`config.mk`:
```
export PLATFORM = sky130hd
export DESIGN_NAME = sail_mem_write_buffer
export DESIGN_NICKNAME = d
export VERILOG_FILES = /design/src/rtl/sail_mem_write_buffer.sv
export SDC_FILE = /design/constraint.sdc
export NUM_CORES = 2
export LEC_CHECK = 0
export CAP_MARGIN = 20
export CORE_ASPECT_RATIO = 1.2
export CORE_MARGIN = 8
export CORE_UTILIZATION = 35
export CTS_BUF_LIST = sky130_fd_sc_hd__clkbuf_4
export DETAILED_ROUTE_END_ITERATION = 16
export PLACE_DENSITY = 0.54
export SYNTH_ARGS = -nofsm -noshare
export SYNTH_HDL_FRONTEND = slang
export SYNTH_SLANG_ARGS = --single-unit
```
`constraint.sdc`:
```
create_clock -name clk -period 14.5 [get_ports clk]
set_input_delay 2.9 -clock clk [delete_from_list [all_inputs] [get_ports clk]]
set_output_delay 2.9 -clock clk [all_outputs]
set_load 0.05 [all_outputs]
```
`src/rtl/sail_mem_write_buffer.sv`:
```
// sail_mem_write_buffer: in-order store queue draining byte-serially to memory with youngest-byte read forwarding.
// Optional SAIL_MEM_TAG_EN adds per-entry tag storage, tag drain and tag forwarding ports.
module sail_mem_write_buffer #(
   parameter int ADDR_WIDTH = 64,
   parameter int DATA_BYTES = 8,
   parameter int DEPTH      = 8
) (
   input  logic                            clk,
   input  logic                            rst_n,
   input  logic                            wr_valid,
   output logic                            wr_ready,
   input  logic [ADDR_WIDTH-1:0]           wr_addr,
   input  logic [$clog2(DATA_BYTES+1)-1:0] wr_nbytes,
   input  logic [8*DATA_BYTES-1:0]         wr_data,
   output logic                            mem_wr_valid,
   input  logic                            mem_wr_ready,
   output logic [ADDR_WIDTH-1:0]           mem_wr_addr,
   output logic [7:0]                      mem_wr_data,
   input  logic [ADDR_WIDTH-1:0]           rd_addr,
   output logic                            rd_hit,
   output logic [7:0]                      rd_data,
   output logic [$clog2(DEPTH+1)-1:0]      count,
   output logic                            err
`ifdef SAIL_MEM_TAG_EN
   ,
   input  logic                            wr_tag_en,
   input  logic                            wr_tag,
   output logic                            mem_tag_valid,
   output logic                            mem_tag,
   output logic                            rd_tag_hit,
   output logic                            rd_tag
`endif
);
   localparam int NBW = $clog2(DATA_BYTES+1);
   localparam int CW  = $clog2(DEPTH+1);
   localparam int PW  = $clog2(DEPTH);
   localparam int IW  = (DATA_BYTES > 1) ? $clog2(DATA_BYTES) : 1;

   typedef enum logic {IDLE, DRAIN} state_t;

   logic [ADDR_WIDTH-1:0]   addr_q [DEPTH];
   logic [NBW-1:0]          nb_q   [DEPTH];
   logic [8*DATA_BYTES-1:0] data_q [DEPTH];
   logic [PW-1:0]           wp_q, wp_d, rp_q, rp_d;
   logic [CW-1:0]           count_q, count_d;
   logic [IW-1:0]           idx_q, idx_d;
   state_t                  state_q, state_d;
   logic                    err_q, err_d, legal, push, beat, pop;
   logic [DEPTH-1:0]        hit_v, live_v;
   logic [7:0]              byte_v [DEPTH];
   logic [PW-1:0]           age_v  [DEPTH];
   logic [ADDR_WIDTH-1:0]   off_v  [DEPTH];
`ifdef SAIL_MEM_TAG_EN
   logic                    tag_en_q [DEPTH];
   logic                    tag_q    [DEPTH];
   logic [DEPTH-1:0]        thit_v;
`endif

   assign wr_ready = rst_n && count_q != CW'(DEPTH);

   always_comb begin
      legal   = wr_nbytes != '0 && wr_nbytes <= NBW'(DATA_BYTES);
      push    = wr_valid & wr_ready & legal;
      beat    = state_q == DRAIN && mem_wr_ready;
      pop     = beat && NBW'(idx_q) == nb_q[rp_q] - NBW'(1);
      count_d = count_q + CW'(push) - CW'(pop);
      wp_d    = wp_q + PW'(push);
      rp_d    = rp_q + PW'(pop);
      idx_d   = pop ? '0 : idx_q + IW'(beat);
      err_d   = err_q | (wr_valid & wr_ready & ~legal);
      state_d = count_d != '0 ? DRAIN : IDLE;
   end

   always_ff @(posedge clk) begin
      if (!rst_n) begin
         state_q <= IDLE;
         count_q <= '0;
         wp_q    <= '0;
         rp_q    <= '0;
         idx_q   <= '0;
         err_q   <= 1'b0;
      end else begin
         state_q <= state_d;
         count_q <= count_d;
         wp_q    <= wp_d;
         rp_q    <= rp_d;
         idx_q   <= idx_d;
         err_q   <= err_d;
      end
   end

   always_ff @(posedge clk) begin
      if (push) begin
         addr_q[wp_q] <= wr_addr;
         nb_q[wp_q]   <= wr_nbytes;
         data_q[wp_q] <= wr_data;
`ifdef SAIL_MEM_TAG_EN
         tag_en_q[wp_q] <= wr_tag_en;
         tag_q[wp_q]    <= wr_tag;
`endif
      end
   end

   assign mem_wr_valid = state_q == DRAIN;
   assign mem_wr_addr  = mem_wr_valid ? addr_q[rp_q] + ADDR_WIDTH'(idx_q) : '0;
   assign mem_wr_data  = mem_wr_valid ? data_q[rp_q][{idx_q, 3'b000} +: 8] : '0;
   assign count        = count_q;
   assign err          = err_q;

   // Age 0 is the head; its already-drained bytes (offset < idx) must not forward.
   for (genvar j = 0; j < DEPTH; j++) begin : g_fwd
      assign age_v[j]  = PW'(j) - rp_q;
      assign off_v[j]  = rd_addr - addr_q[j];
      assign live_v[j] = CW'(age_v[j]) < count_q;
      assign hit_v[j]  = live_v[j] && off_v[j] < ADDR_WIDTH'(nb_q[j]) &&
                         (age_v[j] != '0 || off_v[j] >= ADDR_WIDTH'(idx_q));
      assign byte_v[j] = data_q[j][{off_v[j][IW-1:0], 3'b000} +: 8];
`ifdef SAIL_MEM_TAG_EN
      assign thit_v[j] = live_v[j] && tag_en_q[j] && addr_q[j] == rd_addr;
`endif
   end

   always_comb begin
      rd_hit  = 1'b0;
      rd_data = '0;
`ifdef SAIL_MEM_TAG_EN
      rd_tag_hit = 1'b0;
      rd_tag     = 1'b0;
`endif
      for (int i = 0; i < DEPTH; i++) begin
         if (hit_v[rp_q + PW'(i)]) begin
            rd_hit  = 1'b1;
            rd_data = byte_v[rp_q + PW'(i)];
         end
`ifdef SAIL_MEM_TAG_EN
         if (thit_v[rp_q + PW'(i)]) begin
            rd_tag_hit = 1'b1;
            rd_tag     = tag_q[rp_q + PW'(i)];
         end
`endif
      end
   end

`ifdef SAIL_MEM_TAG_EN
   assign mem_tag_valid = mem_wr_valid && idx_q == '0 && tag_en_q[rp_q];
   assign mem_tag       = mem_tag_valid && tag_q[rp_q];
`endif
endmodule

```
After elaboration in Yosys (flattened, before gate mapping) --
Memory sizes are Yosys's and may differ from the RTL's. A register that Yosys moved wholly into a read port is not among the register bits. Cells that the tools add are included.
Storage, ports and cells: register bits after elaboration 15, memory bits (writable) 1056, bits of input ports 200, output and inout bits 88, memories kept 3
Memory list:
- addr_q | depth 8, width 64, rd ports 9, clocked after Yosys merged registers in 1, wr ports 1, RTL line 41 | logic [ADDR_WIDTH-1:0] addr_q [DEPTH];
- data_q | depth 8, width 64, rd ports 9, clocked after Yosys merged registers in 1, wr ports 1, RTL line 43 | logic [8*DATA_BYTES-1:0] data_q [DEPTH];
- nb_q | depth 8, width 4, rd ports 9, clocked after Yosys merged registers in 1, wr ports 1, RTL line 42 | logic [NBW-1:0] nb_q [DEPTH];
Operators by class: $add $sub $neg 30, $lt $le $gt $ge 41, equal/unequal tests 2, shift-type cells 9, mux-type cells 64, bitwise operators 14, reductions and logical operators 39
Operator list (count):
- $shiftx 64x7->8 | 9
- $ge 64x3->1 | 8
- $lt 64x4->1 | 8
- $sub 64x64->64 | 8
- $mux 8 | 25
- $bmux 8 s3 | 8
- $add 64x3->64 | 1
- $mux 64 | 1
- $ge 4x4->1 const B | 8
- $lt 3x4->1 | 8
- $lt 3x4->1 const B | 8
- $not 3->4 | 8
- $bmux 1 s3 | 8
- $reduce_bool 3->1 | 8
- $logic_and 1x1->1 | 20
- $mux 1 | 19
- $add 3x3->3 const B | 4
- $sub 3x3->3 const A | 4
- $add 3x1->3 | 3
- $mux 3 | 3
- $logic_or 1x1->1 | 8
- $reduce_bool 4->1 | 2
- $add 3x2->3 const B | 2
- $sub 1x3->3 const A | 2
- 12 further kinds | 16

Logic depth before layout (Yosys ltp) --
depth in word-level cells 14, depth in mapped cells 32, depth with buffers taken out 24

Worst setup path after synthesis --
No wires, ideal clock.
path kind input to register, start input rst_n, end memory addr_q[0][0] (enable), arrival time 13.543 ns, required time 13.715 ns, path slack 0.171 ns, cell stages on the path 4, buffers on the path 0, cell sequence a21boi_0 > and3_1 > nand2b_1 > nor3_1
Between the ends: cells in the longest elaborated chain, start to end 5
Ends and longest elaborated chain:
- start: declaration | RTL line 9 | input logic rst_n,
- $logic_and 1x1->1 | RTL line 59 | assign wr_ready = rst_n && count_q != CW'(DEPTH);
- $and 1x1->1 (2 in series) | RTL line 63 | push = wr_valid & wr_ready & legal;
- $mux 1 | RTL line 93 | if (push) begin
- $mux 1 (implied by the code) | RTL line 94 | addr_q[wp_q] <= wr_addr;
- end: declaration | RTL line 41
Every way passes these cells.

Worst setup path in the final report --
start input rd_addr[52], end output rd_data[5]
Between the ends: cells in the longest elaborated chain, start to end 14
Ends and longest elaborated chain:
- start: declaration | RTL line 19 | input logic [ADDR_WIDTH-1:0] rd_addr,
- $sub 64x64->64 | RTL line 113 | assign off_v[j] = rd_addr - addr_q[j];
- $lt 64x4->1 or $ge 64x3->1 (tied branches) | RTL line 115, 116
- $logic_and 1x1->1 or $logic_or 1x1->1 (tied branches) | RTL line 115, 116
- $logic_and 1x1->1 | RTL line 115 | assign hit_v[j] = live_v[j] && off_v[j] < ADDR_WIDTH'(nb_q[j]) &&
- $bmux 1 s3 | RTL line 131 | if (hit_v[rp_q + PW'(i)]) begin
- $mux 1 (implied by the code) | RTL line 131
- $mux 8 (7 in series) | RTL line 131
- $mux 8 (*) | RTL line 131
- end: declaration | RTL line 21 | output logic [7:0] rd_data,
Every way passes the cells marked *; elsewhere a longest branch is shown, timed or not. The select of a mux whose other input is x is not followed.

==> summary.txt <==
Finish
  • Sequential cell area: about 0.032 mm^2
  • Commonest non-fill, non-tap cell in the layout: edfxtp_1
  • Fillers: 26,000
  • Most frequent cells in the layout: edfxtp_1, nand2_1, a21oi_1
  • Layout cell share with drive strength beyond 1: 15.5%
  • Final #Nets: 10,700
  • Share of the core filled with cells: about 40%
  • Layout area overhead: 13.2%
  • Multi-input gate area: 0.0551 mm^2

STA
  • Final setup viols: 0
  • Period utilisation layout: approximately 98%
  • Fmax: 70.4 MHz
  • Unrepaired setup endpoints after global routing: no
  • Count of pins over their slew limit: 0
  • Worst rel slew slack: 1.24%
  • Worst Skew: 0.118 ns
  • Final Hold Vio Count: 0
  • Worst slew pin tran: 1.48 ns
  • Min Tclk post-route: 14.21 ns
  • Setup_tns: 0 ns

Worst setup path
  • CP max FO: 15
  • CP arrival: 11.31 ns
  • Req. time, crit path: between 10 and 15 ns
  • Setup CP Type: primary input to primary output
  • Worst Setup End Kind: primary output
  • Critical path launch point type: primary input
  • Worst Setup SP: rd_addr[52]
  • Reg2reg start: rp_q[2]
  • R2R setup slack: between 8 and 9 ns

Yosys
  • Syn Area/Cell: 9.69 um^2
  • Seq/Total Area, Yosys: 35.0%
  • Yosys top cell by area: edfxtp_1
  • #FFs+latches synth: 1,071
  • Netlist cell types: 121
  • Area share of the largest cell type after synthesis: 34.6%
  • Syn nets: 10,200
  • Synth warnings: 0
  • Asr flop ratio synth: 0%
  • Mapped Cells: about 9,400
  • Synth top area cells: edfxtp_1, mux4_2, ha_1
  • Synthesized cell area: 0.0916 mm^2
  • Top_reg_cell synth: edfxtp_1
  • Post-synth EDFFs: about 1,100

Pwr
  • Leak pwr: approximately 38 nW
  • Combinational Power Share: 29.9%
  • Switching portion of total power: a little under two fifths
  • Psw: ~0.0033 W
  • Cell Int Power: 0.00558 W
  • Clock share of power: 31.2%
  • Sequential Power Share: 38.9%
  • PD cells: 86.0 mW/mm^2
  • Worst VDD drop: 0.122 mV

Drt
  • Drt via density: 6.73
  • DRT Pass-1 Iters: 6
  • Initial drt markers: 11,800
  • WL per Instance: 44.4 um
  • Total routed wirelength: between 600 and 700 mm
  • DRT antenna net count: 0
  • Vias: 91,700
  • DR DRC count: 0

Clocking
  • CTS tree: built
  • Buffer depth of the longest clock path: 4
  • CTS buffer count: 293
  • Post_cts resized: 0
  • # H-tree levels: 5
  • Setup Fix Bufs, Post-CTS: 0
  • # clock sinks: between 1,000 and 1,500
  • Root Buffer: clkbuf_4
  • Clk slew on worst S/H paths: 0.07 ns
  • Cts hold-fix bufs: 0
  • Clock latency on the worst-skew pair: 1.20 ns

Floorplanning
  • Die area: 0.278 mm^2
  • Die Ht: 576 um
  • Core ar.: 0.260 mm^2
  • # IOs: 288
  • Starting Density: 35.2%
  • Die W: 483 um
  • Rows: slightly above 200

Place
  • DP Wirelength: 494 mm
  • Global placement routability congestion: 1.12
  • Port-buffer cells: 287

Global route
  • Overflow left after global routing: 0
  • Vias in the first global route: 89,300
  • Global-route wire length before repair: 791 mm
  • Tot GR Track Use: a little over two fifths
  • Initial antenna violation count: 115
  • Largest net degree at the start of global routing: 91

Worst hold path
  • Hold_sp: err
  • Worst min path class: flop to flop

Job
  • Max-cap violations: 0

Run status
  • Status: complete, no violations
-- cells in the mapped netlist (97+ instances only) --
library cell and count:
nor3_1 193, o21ai_0 517, nor4_1 97, nand3_1 153, mux2i_1 202, clkbuf_1 348
a21oi_1 832, a211oi_1 121, nand2_1 882, nand4_1 280, ha_1 587, xor2_1 134
xnor2_1 170, inv_1 707, o21a_1 144, mux4_2 475, nor2_1 700, a21o_1 144
edfxtp_1 1056
-- worst max-delay path, stage by stage --
cell and delay (ns):
clkdlybuf4s50_1 1.21, ha_1 0.68, a21oi_1 0.16, o21bai_1 0.09
a21oi_1 1.06, o221ai_1 0.42, nor4_1 0.85, nand4_1 0.17
buf_4 0.18, a2111oi_0 0.32, nand4_1 0.16, buf_4 0.16
nor4_1 0.25, nor4bb_1 0.66, buf_4 0.23, and3_1 0.21
buf_12 0.15, o211ai_1 0.10, o311a_1 0.19, buf_4 0.22
a211o_1 0.24, a21oi_1 0.16, o21a_1 0.33, buf_12 0.18
-- cells by family after synthesis --
group                      synth area share, %
AOI/OAI and AO/OA                         18.9
xor gates and xnor gates                  2.94
adders and majority gates                 8.24
buffers and inverters                     5.18
DFF                                       35.0
muxes                                     14.5
and+or+nand+nor                           15.3
-- power by group through the flow --
stage                     combinational [W]  sequential [W]  clock (W)
final                               0.00267         0.00347    0.00278
after global routing                0.00271         0.00347    0.00295
after CTS                           0.00257         0.00347    0.00282
after detailed placement            0.00256         0.00353          0
after global placement              0.00257         0.00353          0
after floorplan                     0.00131         0.00354          0
-- area by class of cell --
class,count,area share (%)
clock buffer,394,2.85
antenna,78,0.188
timing repair buffer,674,5.63
inverter,712,2.58
sequential,1071,30.9
multi-input combinational,7169,53.1
tap,3415,4.12
clock inverter,112,0.606
-- flip-flops by register name, summed over array words and instances, names as in the netlist --
name	cells
mem_wr_valid	1
rp_q	3
addr_q	512
data_q	512
wp_q	3
count	4
nb_q	32
idx_q	3
err	1
-- through the flow --
stage	hold WS [ns]	std cells	setup WS, ns	power [W]	cell area (um^2)
2_1_floorplan	0.571	9445	0.171	0.00485	91600
3_3_place_gp	0.448	13000	0.452	0.00610	99700
3_5_place_dp	0.465	13000	0.576	0.00609	99800
4_1_cts	0.481	13500	0.526	0.00885	103000
5_1_grt	0.519	13600	0.373	0.00913	104000
6_report	0.480	13600	0.286	0.00892	104000
-- path summary, 6_finish.rpt --
| path | end | cells after the start |
|---|---|---|
| min reg2reg | err | 1 |
| min | err | 1 |
| max | rd_data[5] | 24 |
| max reg2reg | mem_wr_valid | 16 |
-- per-layer routing --
layer | GRT usage [%] | vias up | routed length [um]
li1 | - | 37500 | -
met1 | 43.0 | 45900 | 198000
met2 | 67.5 | 6223 | 279000
met3 | 11.7 | 1970 | 54300
met4 | 41.2 | 50 | 73500
met5 | 0.438 | - | 626
Power figures use the tool's default switching activity.
